$ cat src/rtl/platform_arbiter.sv
// Platform geometry table shared by two character controllers through a
// round-robin req/ack scan, plus a registered per-pixel platform mask.
module platform_arbiter (
  input  logic        clk,
  input  logic        rst,
  input  logic        req0,
  input  logic        req1,
  input  logic [10:0] x0,
  input  logic [10:0] y0,
  input  logic [10:0] x1,
  input  logic [10:0] y1,
  output logic        ack0,
  output logic        ack1,
  output logic        res_hit,
  output logic [2:0]  res_idx,
  output logic [10:0] res_ytop,
  output logic        busy,
  input  logic        cfg_we,
  input  logic [2:0]  cfg_idx,
  input  logic        cfg_en,
  input  logic [10:0] cfg_xmin,
  input  logic [10:0] cfg_xmax,
  input  logic [10:0] cfg_ytop,
  input  logic [10:0] cfg_ybot,
  output logic        cfg_ready,
  input  logic [10:0] pix_hcount,
  input  logic [10:0] pix_vcount,
  output logic        pix_on
);

  localparam int NUM_PLAT = 8;

  localparam logic [NUM_PLAT-1:0] DEF_EN = 8'b0011_1111;
  localparam logic [10:0] DEF_XMIN [NUM_PLAT] =
    '{11'd181, 11'd781, 11'd1,   11'd501, 11'd601, 11'd126, 11'd0, 11'd0};
  localparam logic [10:0] DEF_XMAX [NUM_PLAT] =
    '{11'd649, 11'd919, 11'd249, 11'd599, 11'd974, 11'd449, 11'd0, 11'd0};
  localparam logic [10:0] DEF_YTOP [NUM_PLAT] =
    '{11'd596, 11'd596, 11'd456, 11'd456, 11'd316, 11'd216, 11'd0, 11'd0};
  localparam logic [10:0] DEF_YBOT [NUM_PLAT] =
    '{11'd604, 11'd604, 11'd464, 11'd464, 11'd324, 11'd224, 11'd0, 11'd0};

  typedef enum logic [1:0] {IDLE, SCAN, DONE} state_t;

  state_t      state_reg;
  logic [2:0]  scan_idx_reg;
  logic        gnt_reg;
  logic        last_served_reg;
  logic [10:0] qx_reg;
  logic [10:0] qy_reg;
  logic        acc_hit_reg;
  logic [2:0]  acc_idx_reg;
  logic [10:0] acc_ytop_reg;

  logic                tbl_en   [NUM_PLAT];
  logic [10:0]         tbl_xmin [NUM_PLAT];
  logic [10:0]         tbl_xmax [NUM_PLAT];
  logic [10:0]         tbl_ytop [NUM_PLAT];
  logic [10:0]         tbl_ybot [NUM_PLAT];
  logic [NUM_PLAT-1:0] pix_match;

  function automatic logic in_rect(input logic en,
                                   input logic [10:0] xmin, xmax, ytop, ybot,
                                   input logic [10:0] x, y);
    return en && (x >= xmin) && (x <= xmax) && (y >= ytop) && (y <= ybot);
  endfunction

  logic        cfg_write;
  logic        any_req;
  logic        gnt_next;
  logic        cur_match;
  logic        take;
  logic        acc_hit_next;
  logic [2:0]  acc_idx_next;
  logic [10:0] acc_ytop_next;

  assign cfg_write = cfg_we && (state_reg == IDLE);
  assign any_req   = req0 || req1;
  // On a tie the requester not served last wins; otherwise whoever asks.
  assign gnt_next  = (req0 && req1) ? ~last_served_reg : req1;

  assign cur_match = in_rect(tbl_en[scan_idx_reg], tbl_xmin[scan_idx_reg],
                             tbl_xmax[scan_idx_reg], tbl_ytop[scan_idx_reg],
                             tbl_ybot[scan_idx_reg], qx_reg, qy_reg);
  assign take          = cur_match && !acc_hit_reg;
  assign acc_hit_next  = acc_hit_reg || cur_match;
  assign acc_idx_next  = take ? scan_idx_reg : acc_idx_reg;
  assign acc_ytop_next = take ? tbl_ytop[scan_idx_reg] : acc_ytop_reg;

  assign busy      = (state_reg != IDLE);
  assign cfg_ready = (state_reg == IDLE);

  always_ff @(posedge clk) begin
    if (rst) begin
      for (int i = 0; i < NUM_PLAT; i++) begin
        tbl_en[i]   <= DEF_EN[i];
        tbl_xmin[i] <= DEF_XMIN[i];
        tbl_xmax[i] <= DEF_XMAX[i];
        tbl_ytop[i] <= DEF_YTOP[i];
        tbl_ybot[i] <= DEF_YBOT[i];
      end
    end else if (cfg_write) begin
      tbl_en[cfg_idx]   <= cfg_en;
      tbl_xmin[cfg_idx] <= cfg_xmin;
      tbl_xmax[cfg_idx] <= cfg_xmax;
      tbl_ytop[cfg_idx] <= cfg_ytop;
      tbl_ybot[cfg_idx] <= cfg_ybot;
    end
  end

  always_ff @(posedge clk) begin
    if (rst) begin
      state_reg       <= IDLE;
      scan_idx_reg    <= 3'd0;
      gnt_reg         <= 1'b0;
      last_served_reg <= 1'b1;
      qx_reg          <= 11'd0;
      qy_reg          <= 11'd0;
      acc_hit_reg     <= 1'b0;
      acc_idx_reg     <= 3'd0;
      acc_ytop_reg    <= 11'd0;
      ack0            <= 1'b0;
      ack1            <= 1'b0;
      res_hit         <= 1'b0;
      res_idx         <= 3'd0;
      res_ytop        <= 11'd0;
    end else begin
      ack0 <= 1'b0;
      ack1 <= 1'b0;
      case (state_reg)
        IDLE: begin
          if (!cfg_we && any_req) begin
            state_reg       <= SCAN;
            gnt_reg         <= gnt_next;
            last_served_reg <= gnt_next;
            qx_reg          <= gnt_next ? x1 : x0;
            qy_reg          <= gnt_next ? y1 : y0;
            scan_idx_reg    <= 3'd0;
            acc_hit_reg     <= 1'b0;
            acc_idx_reg     <= 3'd0;
            acc_ytop_reg    <= 11'd0;
          end
        end
        SCAN: begin
          acc_hit_reg  <= acc_hit_next;
          acc_idx_reg  <= acc_idx_next;
          acc_ytop_reg <= acc_ytop_next;
          scan_idx_reg <= scan_idx_reg + 3'd1;
          if (scan_idx_reg == 3'd7) state_reg <= DONE;
        end
        DONE: begin
          ack0      <= ~gnt_reg;
          ack1      <= gnt_reg;
          res_hit   <= acc_hit_reg;
          res_idx   <= acc_idx_reg;
          res_ytop  <= acc_ytop_reg;
          state_reg <= IDLE;
        end
        default: state_reg <= IDLE;
      endcase
    end
  end

  // Pixel mask looks at the live table, so a write lands on the very next pixel.
  generate
    for (genvar gi = 0; gi < NUM_PLAT; gi++) begin : g_pix
      assign pix_match[gi] = in_rect(tbl_en[gi], tbl_xmin[gi], tbl_xmax[gi],
                                     tbl_ytop[gi], tbl_ybot[gi],
                                     pix_hcount, pix_vcount);
    end
  endgenerate

  always_ff @(posedge clk) begin
    if (rst) pix_on <= 1'b0;
    else     pix_on <= |pix_match;
  end

endmodule

$ cat config.mk
export PLATFORM = sky130hd
export DESIGN_NAME = platform_arbiter
export DESIGN_NICKNAME = d
export VERILOG_FILES = /design/src/rtl/platform_arbiter.sv
export SDC_FILE = /design/constraint.sdc
export NUM_CORES = 1
export LEC_CHECK = 0
export ABC_AREA = 1
export BUFFER_PORTS_ARGS = -buffer_cell sky130_fd_sc_hd__buf_2
export CORE_MARGIN = 10
export CORE_UTILIZATION = 33
export CTS_CLUSTER_DIAMETER = 40
export CTS_CLUSTER_SIZE = 8
export DETAILED_ROUTE_END_ITERATION = 10
export GPL_TIMING_DRIVEN = 0
export HOLD_SLACK_MARGIN = 0.12
export PLACE_DENSITY_LB_ADDON = 0.3
export SLEW_MARGIN = 10
export SYNTH_ARGS = -nofsm -noshare
export SYNTH_HDL_FRONTEND = slang
export SYNTH_SLANG_ARGS = --single-unit
$ cat constraint.sdc
create_clock -name clk -period 3.2 [get_ports clk]
set_clock_uncertainty 0.15 [all_clocks]
set_input_delay 0.32 -clock clk [delete_from_list [all_inputs] [get_ports clk]]
set_output_delay 0.32 -clock clk [all_outputs]
set_load 0.02 [all_outputs]
==> results.md <==
* Pleak at around 17 nW
* CTS tree: done
* Commonest non-fill, non-tap cell in the layout: nand2_1
* Initial DRC Count at 2233
* Comb power frac at roughly 16%
* CTS root buf: clkbuf_16
* Top_reg_cell synth: edfxtp_1
* Rel. slew slack at 22.9%
* Avg Cell Area, Syn at a little over 8 um^2
* ANT cells at 0
* Global-route wire length before repair at ~150 mm
* Fin crit period at ~3.3 ns
* CTS Buf Count at 83
* DRC Markers at 0
* Yosys cell types at 40
* Clock power frac at between 40% and 50%
* Period utilization at 103%
* Final #Nets at approximately 4300
* H-tree lvl count at 3
* Count of final setup violators at 13
* Peak supply drop at 0.322 mV
* Clk buf depth at 3
* Core area at approximately 85000 um^2
* Fill cells at around 8400
* Worst skew pair latency at around 0.65 ns
* EDFF count, synth at ~350
* Syn_nets at 3945
* Via count at around 26000
* IO Count at 139
* Failing checks: setup timing
* IO Port Bufs at ~140
* WS Path Type: reg2reg
* Leading area contributor after synthesis: edfxtp_1
* Top-area cell type share of the netlist area at between 30% and 40%
* CTS clock-pin slew for the worst setup and hold paths at ~0.05 ns
* Row count at between 100 and 150
* Pin count of the biggest net entering global routing at 35
* End of the worst register-to-register path: acc_ytop_reg[6]
* Setup TNS at -0.834 ns
* PwrDens at 498 nW/um^2
* Endpoints failing hold at 0
* Routed len/inst at between 20 and 25 um
* Sequential share of the synthesized area at a little over two fifths
* Final Max Slew Viols at 0
* Routability cong. at 0.914
* Die height at approximately 310 um
* Part of the power in registers at 34.8%
* Synth area leaders: edfxtp_1 (37%), ha_1 (17%), nand2_1 (8.0%)
* MaxCap Viol Count at 0
* Gr usage total at between 20 and 25%
* CP endpoint kind: flip-flop
* Worst Path Max Fanout at 10
* Initial Util at between 30% and 40%
* Critical Path Source Type: flip-flop
* Status: complete, but fails checks
* Switch Pwr at a little over 5 mW
* Fin Hold WS at between 0.1 and 0.15 ns
* Flip-flop and latch count after synthesis at between 400 and 500
* Yosys warns at 0
* Clk sinks at approximately 430
* RSZ-0062 raised after global routing: yes
* Die area at 98600 um^2
* Critical Path Max Stage Delay at between 0.4 and 0.5 ns
* Top delay family on crit path: simple AND/OR/NAND/NOR gates
* Total global routing overflow at 0
* Cell mode on critical path: nand2_1
* Most frequent cells in the layout: nand2_1 (559), inv_1 (489), nor2_1 (387)
* Die Wd at ~310 um
* Internal Power at about 13 mW
* Switching Share at roughly 28%
* Synthesized area at about 29000 um^2
* DR vias/cell at 5.12
* Setup crit end: acc_ytop_reg[6]
* R2R Setup Slk at -0.09 ns
* Vias in the first global route at ~25000
* CP Depth at 18
* Ys async rst share at 0%
* Cells after synthesis at ~3400
* Slowest CP cell: o21ai_0
* Dpl hpwl at about 76 mm
* Routed Antenna Nets at 0
* Critical Path, Cell by Cell: buf_12 -> buf_4 -> clkbuf_2 -> o21ai_0 -> nand3_2 -> nand2_2 -> ha_1 -> nand2_1 -> o21ai_0 -> nand2_1 -> nand3_1 -> nand2_1 -> nand2_1 -> inv_2 -> nand3_4 -> buf_6 -> a21oi_1 -> nor2_1
* First-pass iteration count of the detailed router at 6
* Required time worst endpoint at approximately 3.6 ns
* Antenna violations before repair at 2
* Fmax at 304 MHz
* DP Worst Slack at -1.18 ns
* WP buf/inv at 5
* Area Growth Syn to Fin at 28.3%
* Worst min path class: in2reg
* R2r worst-path depth at 18
* Final wirelength at 105 mm
* Final worst slack at -0.0899 ns
* Critical Path AT at ~3.7 ns
* Register Area at between 10000 and 15000 um^2
* Multi-input gate area at ~15000 um^2
* Worst-Margin Slew at 1.16 ns
* Layout cells sized above 1 at between 10% and 20%
metal layers:
layer  vias to the layer above  track usage [%]  routed length [um]
met3                       212             3.57                9010
met5                         -                0                  21
met4                         4             7.91                4010
li1                      12272                -                   -
met2                      1078             33.0               46700
met1                     11948             27.3               45400
how the worst min path moves through the flow:
stage                     start               to  slack, ns  cells after the start
global route        cfg_ytop[9]   tbl_ytop[0][9]       0.16                      3
CTS                        req1  last_served_reg       0.13                      5
floorplan               gnt_reg             ack0       0.27                      1
finish              cfg_ytop[9]   tbl_ytop[6][9]       0.15                      3
detailed placement      gnt_reg             ack0       0.28                      1
global placement        gnt_reg             ack0       0.28                      1
kinds of logic after synthesis:
logic type | Yosys count | share of synthesized area (%)
and+or+nand+nor | 1289 | 19.1
AOI/OAI and AO/OA | 687 | 12.5
buffers and inverters | 629 | 8.66
DFF | 425 | 42.3
adders and majority gates | 398 | 17.5
synth_stat cells, types with 12 or more instances:
library cell / number
a21o_1: 12
a21oi_1: 384
buf_1: 15
buf_2: 37
clkbuf_1: 60
dfxtp_1: 71
edfxtp_1: 354
ha_1: 398
inv_1: 490
inv_2: 14
nand2_1: 606
nand3_1: 168
nand4_1: 48
nor2_1: 394
nor2_2: 15
nor3_1: 12
o21a_1: 20
o21ai_0: 251
power groups by stage:
| stage | Sequential (mW) | Combinational [mW] | Clock [mW] |
|---|---|---|---|
| floorplan | 6.37 | 1.47 | 0 |
| global placement | 6.42 | 2.33 | 0 |
| detailed placement | 6.41 | 2.40 | 0 |
| CTS | 6.32 | 2.79 | 8.96 |
| global route | 6.34 | 3.26 | 9.23 |
| finish | 6.32 | 2.96 | 8.91 |
stage by stage:
step	util, %	cell area, um^2	cells	total power, mW
after global routing	42.8	36600	4984	18.8
after CTS	42.1	36000	4977	18.1
final	42.8	36600	4984	18.2
after detailed placement	36.1	30800	4718	8.81
after floorplan	-	28500	3428	7.84
after global placement	35.9	30600	4710	8.75
worst min-delay path, cell delays in order:
cell and delay, ns:
buf_2 0.08, inv_1 0.25, nor2_1 0.17
cell type report:
class	count	share of cell area, %
clock buffer	97	6.05
buffer	122	2.79
inverter	505	5.21
sequential	425	33.0
timing repair buffer	272	6.14
multi-input combinational	2375	41.3
clock inverter	44	1.65
tap	1144	3.91
what timing repair did:
item,4_1_cts,5_1_grt
pin swaps,76,69
gates cloned,9,4
setup endpoints to repair,15,15
hold endpoints to repair,340,0
resized for setup,349,130
hold buffers,97,0
buffers inserted,14,3
(Power assumes the default switching activity.)
